### config.mk
export PLATFORM = sky130hd
export DESIGN_NAME = cmul_round_sat
export DESIGN_NICKNAME = d
export VERILOG_FILES = /design/src/rtl/cmul_round_sat.sv
export SDC_FILE = /design/constraint.sdc
export NUM_CORES = 1
export LEC_CHECK = 0
export CAP_MARGIN = 20
export CORE_ASPECT_RATIO = 1.5
export CORE_MARGIN = 3
export CORE_UTILIZATION = 48
export DETAILED_ROUTE_END_ITERATION = 12
export GPL_TIMING_DRIVEN = 1
export PLACE_DENSITY_LB_ADDON = 0.25
export SLEW_MARGIN = 40
export SYNTH_ARGS = -nofsm -noshare
export SYNTH_HDL_FRONTEND = slang
export SYNTH_SLANG_ARGS = --single-unit
### constraint.sdc
create_clock -name clk -period 3.51 [get_ports clk]
set_clock_uncertainty 0.15 [all_clocks]
set_input_delay 0.8775 -clock clk [delete_from_list [all_inputs] [get_ports clk]]
set_output_delay 0.8775 -clock clk [all_outputs]
set_load 0.02 [all_outputs]
### src/rtl/cmul_round_sat.sv
// Rescales full-precision complex-multiplier products by the twiddle fraction bits.
// Results are rounded half-up, saturated to output width, and passed through a 2-stage elastic valid/ready pipe.
module cmul_round_sat #(
  parameter int IN_WIDTH  = 38,
  parameter int OUT_WIDTH = 21,
  parameter int SHIFT     = 15,
  parameter int CNT_WIDTH = 16
) (
  input  logic                 clk,
  input  logic                 rst_n,
  input  logic                 in_valid,
  output logic                 in_ready,
  input  logic [IN_WIDTH-1:0]  in_r,
  input  logic [IN_WIDTH-1:0]  in_i,
  input  logic                 in_last,
  output logic                 out_valid,
  input  logic                 out_ready,
  output logic [OUT_WIDTH-1:0] out_r,
  output logic [OUT_WIDTH-1:0] out_i,
  output logic                 out_last,
  output logic                 sat_flag,
  input  logic                 sat_clr,
  output logic [CNT_WIDTH-1:0] sat_count
);

  localparam int HS = (SHIFT > 0) ? SHIFT - 1 : 0;
  localparam logic signed [IN_WIDTH:0] HALF =
    (SHIFT > 0) ? ((IN_WIDTH+1)'(1) << HS) : '0;
  localparam logic signed [IN_WIDTH:0] MAXV =
    {{(IN_WIDTH+2-OUT_WIDTH){1'b0}}, {(OUT_WIDTH-1){1'b1}}};
  localparam logic signed [IN_WIDTH:0] MINV = ~MAXV;
  localparam logic [CNT_WIDTH-1:0] CNT_ONE = CNT_WIDTH'(1);

  // One extra bit of headroom so the rounding offset can never overflow.
  function automatic logic signed [IN_WIDTH:0] round_f(input logic signed [IN_WIDTH-1:0] x);
    logic signed [IN_WIDTH:0] ext;
    ext = {x[IN_WIDTH-1], x};
    return (ext + HALF) >>> SHIFT;
  endfunction

  // Returns {clamped, value}.
  function automatic logic [OUT_WIDTH:0] sat_f(input logic signed [IN_WIDTH:0] x);
    if (x > MAXV)      return {1'b1, MAXV[OUT_WIDTH-1:0]};
    else if (x < MINV) return {1'b1, MINV[OUT_WIDTH-1:0]};
    else               return {1'b0, x[OUT_WIDTH-1:0]};
  endfunction

  logic signed [IN_WIDTH:0]  r1_r_p1, r1_i_p1;
  logic                      last_p1, vld_p1;
  logic signed [OUT_WIDTH-1:0] out_r_p2, out_i_p2;
  logic                      last_p2, vld_p2;
  logic [OUT_WIDTH:0]        sr, si;
  logic                      ld_p1, ld_p2, sat_ev;
  logic                      flag_q;
  logic [CNT_WIDTH-1:0]      cnt_q;

  assign ld_p2    = !vld_p2 || out_ready;
  assign ld_p1    = !vld_p1 || ld_p2;
  assign in_ready = rst_n && ld_p1;

  assign sr     = sat_f(r1_r_p1);
  assign si     = sat_f(r1_i_p1);
  assign sat_ev = ld_p2 && vld_p1 && (sr[OUT_WIDTH] || si[OUT_WIDTH]);

  // Stage 1: round
  always_ff @(posedge clk) begin
    if (!rst_n)     vld_p1 <= 1'b0;
    else if (ld_p1) vld_p1 <= in_valid;
  end

  always_ff @(posedge clk) begin
    if (in_valid && in_ready) begin
      r1_r_p1 <= round_f(in_r);
      r1_i_p1 <= round_f(in_i);
      last_p1 <= in_last;
    end
  end

  // Stage 2: saturate
  always_ff @(posedge clk) begin
    if (!rst_n) begin
      vld_p2   <= 1'b0;
      out_r_p2 <= '0;
      out_i_p2 <= '0;
      last_p2  <= 1'b0;
    end else if (ld_p2) begin
      vld_p2 <= vld_p1;
      if (vld_p1) begin
        out_r_p2 <= sr[OUT_WIDTH-1:0];
        out_i_p2 <= si[OUT_WIDTH-1:0];
        last_p2  <= last_p1;
      end
    end
  end

  // A coincident event beats the clear so that no saturation goes unreported.
  always_ff @(posedge clk) begin
    if (!rst_n) begin
      flag_q <= 1'b0;
      cnt_q  <= '0;
    end else if (sat_clr) begin
      flag_q <= sat_ev;
      cnt_q  <= sat_ev ? CNT_ONE : '0;
    end else if (sat_ev) begin
      flag_q <= 1'b1;
      if (cnt_q != '1) cnt_q <= cnt_q + CNT_ONE;
    end
  end

  assign out_valid = vld_p2;
  assign out_r     = out_r_p2;
  assign out_i     = out_i_p2;
  assign out_last  = last_p2;
  assign sat_flag  = flag_q;
  assign sat_count = cnt_q;

endmodule

After elaboration in Yosys (flattened, before gate mapping). Cells that the tools add are included.

Eq/ne operators: 1. Divide/modulo/power cells: 0. Multiplexer cells: 10. Add/subtract/negate cells: 3. Bitwise operators: 0. $lt $le $gt $ge: 4. Multipliers: 0. Shift operators: 0. Reductions and logical operators: 13.

Operator list (count): 22-bit two-way mux (4); 38-bit by 16-bit adder with 39-bit output, second input constant (2); 24-bit by 21-bit greater-than comparator with 1-bit output, second input constant (2); 24-bit by 21-bit < comparator with 1-bit output, second input constant (2); 16-bit two-way mux (3); 16-bit by 1-bit adder with 16-bit output, second input constant (1); 16-bit inequality test, second input constant (1); 1-bit logical AND (4); 2-bit AND reduction (2); 2-bit nonzero test (2); 1-bit logical OR (3); 1-bit two-way mux (3); 1-bit logical NOT (2).

Memory bits (writable): 0. Output and inout port bits: 62. Bits of input ports: 82. Memory bits (read-only): 0. Word-level logic and storage cells: 41. Latch bits: 0. Memories: 0. Register bits after elaboration: 111.

Depth between registers and ports, before layout.
Word-level depth: 7. Mapped depth: 7. Depth with buffers taken out: 6.

Least setup slack after synthesis. Ideal clock, no wire load.

Path type: input -> register. From: input port out_ready. To: register last_p1, enable pin. Stages on the path: 3. Setup slack: 181 ps. Path buffers: 0. Required time: 2949 ps. Arrival time: 2768 ps. Setup time: 411 ps. Cells stage by stage: nor2b_1 > a21boi_0 > and2_1.

Cells in the longest elaborated chain, start to end: 4.

RTL lines: start: declaration (line 17) `input logic out_ready,`; 1-bit logical OR (line 57) `assign ld_p2 = !vld_p2 || out_ready;`; 1-bit logical OR (line 58) `assign ld_p1 = !vld_p1 || ld_p2;`; 1-bit logical AND (line 59) `assign in_ready = rst_n && ld_p1;`; via in_ready (line 12) `output logic in_ready,`; 1-bit logical AND (line 72) `if (in_valid && in_ready) begin`; end signal: assignment (line 75) `last_p1 <= in_last;`; end: declaration (line 49) `logic last_p1, vld_p1;`.

The timed path passes the listed nets, and every way through them passes these cells. A chain may end at the register's enable or synchronous reset.

Final worst setup path.
From: input port out_ready. To: output port in_ready.

Cells in the longest elaborated chain, start to end: 3.

RTL lines (line): 1-bit logical OR (57); 1-bit logical OR (58); 1-bit logical AND (59); end: declaration (12).

No other way between the ends.

==> metrics.cfg <==
[timing]
slew-limit-headroom=0.528
setup_viol=0
slew_violations=0
final.period_utilization=0.944
setup-tns-final_ps=0
rsz0062_at_grt=no
whs_ps=312
hold_viol_final=0
setup_ws_ps=198
tightest_slew_ps=707
fmax_ghz=0.302
post-route-min-period_ps=3310

[floorplan]
dieArea_um2=11800
die_w_um=89.6
start_util=0.494
fp.coreArea_um2=10200
pin_count=144
die_y_um=131
rows=45

[finish]
final_cell_area_um2=6620
nets=687
drive_gt1_frac=0.0643
syn_to_final_growth_pct=31.5
num_antenna_cells=0

[hold_path]
hold_path_end=out_r[10]$_SDFFE_PN0P_
hold_start=out_r[10]$_SDFFE_PN0P_
whs_path_depth=2
holdCritPathClass=reg2reg

[worst_setup_path]
startpoint_type=input pin
reg2reg_setup_slack_ps=1380
cp_max_fo=3
arrival_ps=2280
rr_worst_depth=6
required_ps=2480
path_class=in2out
worstReg2RegEnd=sat_count[7]$_SDFFE_PN0P_
worstSetupEndpointType=primary output
r2r_start=sat_count[0]$_SDFFE_PN0P_

[yosys]
ys_seq_elements=111
avgSynthCellArea_um2=10.2
synthXorXnorAreaFrac=0.0800
synth_compound_area_frac=0.165
synth-simple-area-share=0.181
syn_inst=493
synth_mux_area_frac=0.00199
syn_nets=578
syn-cell-area_um2=5030
synth_top_family_by_area=simple AND/OR/NAND/NOR gates
yosysSeqAreaShare=0.539
yosysWarnings=0
synth.distinct_cells=48
synth_adder_area_share=0.00746

[outcome]
status=complete, no violations

[clock_network]
cts_made_buffers=9
clk_latency_ps=340
cts_hold_buf=0
cts.sinks=111
postCtsSetupBuffers=0
cts_resized=0
path_clk_slew_ps=70
cts_max_level=3
clockBufferDepth=2
cts_tree=built
cts-root-buf=clkbuf_16

[place]
place_area_um2=6320
gp_congestion=0.913
dpl_worst_slack_ps=203
numPortBuffers=115
dp_hpwl_mm=8.33

[route]
drtAntennaViolNets=0
vias_per_cell=5.40
wl_mm=11.4
wl_per_cell_um=15.2
drt_pass1_iterations=4
dr.first_iter.drc_count=182
vias=4039
drc=0

[global_route]
grt_usage=0.202
grt_start_max_net_pins=51
grt_util_met2=0.357
gr-usage-met1=0.225
grt_use_met3=0.0389
grt_pass1_wl_mm=18.8
gr-total-overflow=0
grt_antenna_before_repair=0
grt_pass1_vias=4110
grt.busiest_layer=met2

[power]
power.density_nw_per_um2=416
p_total_w=0.00275
irDropWorstVdd_mv=0.292
leakagePower_nw=2.19

[flow_run]
maxCapViolCount=0

[how the worst max path moves through the flow]
stage / depth (start not counted) / slack (ps) / start / end
2_1_floorplan: 3 / 180 / out_ready / last_p1$_DFFE_PP_
3_3_place_gp: 4 / 250 / out_ready / in_ready
3_5_place_dp: 4 / 200 / out_ready / in_ready
4_1_cts: 4 / 190 / out_ready / in_ready
5_1_grt: 4 / 140 / out_ready / in_ready
6_report: 4 / 200 / out_ready / in_ready
[routing by layer]
layer / part of all wire / vias up / wire length, um
li1: - / 1996 / -
met4: 0.033 / 0 / 371
met2: 0.53 / 108 / 6060
met3: 0.045 / 31 / 517
met5: 0 / - / 0
met1: 0.39 / 1904 / 4430
[worst max-delay path, stage by stage]
cell and delay, ps:
clkdlybuf4s50_1 470, nor2b_1 70, a21boi_0 220, clkdlybuf4s50_1 640
[placed cells by master (no fill, tap or decap), types with 15 or more instances in the layout]
cell / instances
a21boi_0: 44
clkdlybuf4s50_1: 115
dfxtp_1: 62
edfxtp_1: 49
nand2_1: 72
nand3_1: 26
nand4_1: 15
nor2_1: 17
o21ai_0: 46
xnor2_1: 36
[layout make-up]
type                    count  area [um^2]
clock buffers              10          229
well taps                 141          176
multi-input cells         353         2200
clock inverters             6         66.3
repair buffers            121         1210
inverters                   6         22.5
flip-flops and latches    111         2710
fillers                   810         3570
[Yosys cell counts, drive strengths merged]
master        n  share of area
o31ai         1         0.0015
a21oi        13          0.013
a22o          1         0.0020
o211ai        2         0.0040
a41o          2         0.0040
nor4          3         0.0067
or4           4         0.0067
or3           4         0.0050
o2111a        1         0.0022
and3          6         0.0075
dlygate4sd1   1         0.0017
inv           6         0.0045
a21boi       45          0.068
a31oi         4         0.0050
nand2b        3         0.0052
and2          6         0.0075
edfxtp       49           0.29
a31o          2         0.0035
mux2i         1         0.0020
ha            3         0.0075
nand2        73          0.054
o21ai        46          0.046
nor2         19          0.014
buf           3         0.0047
dfxtp        62           0.25
o21a          2         0.0030
xnor2        36          0.063
clkbuf       19          0.014
nand3        26          0.026
nor2b         6         0.0075
a221oi        1         0.0030
nand4b        1         0.0017
nand4        16          0.021
nor3          5         0.0060
o2111ai       4          0.011
or3b          1         0.0017
xor2         10          0.017
and4          6          0.010
[stage by stage]
step | instances | utilization
final | 748 | 0.650
after global routing | 748 | 0.650
after CTS | 748 | 0.650
after detailed placement | 732 | 0.621
after global placement | 732 | 0.620
after floorplan | 493 | -
[power by group]
| part | switching [W] | internal (W) |
|---|---|---|
| Clock | 0.000465 | 0.000559 |
| Combinational | 0.000153 | 0.000147 |
| Sequential | 0.0000241 | 0.00140 |
[cells by family (layout without fill, tap and decap cells)]
group           Yosys count  count (layout)
flops                   111             111
simple gates            179             179
mux                       1               1
xor+xnor                 46              46
compound gates          124             124
fa+ha+maj                 3               3
buf+inv                  29             143
[sequential cells by signal (all words and copies together), names as in the netlist]
| register | count |
|---|---|
| last_p1 | 1 |
| out_i | 21 |
| out_last | 1 |
| out_r | 21 |
| out_valid | 1 |
| r1_i_p1 | 24 |
| r1_r_p1 | 24 |
| sat_count | 16 |
| sat_flag | 1 |
| vld_p1 | 1 |
(Power assumes the default switching activity.)
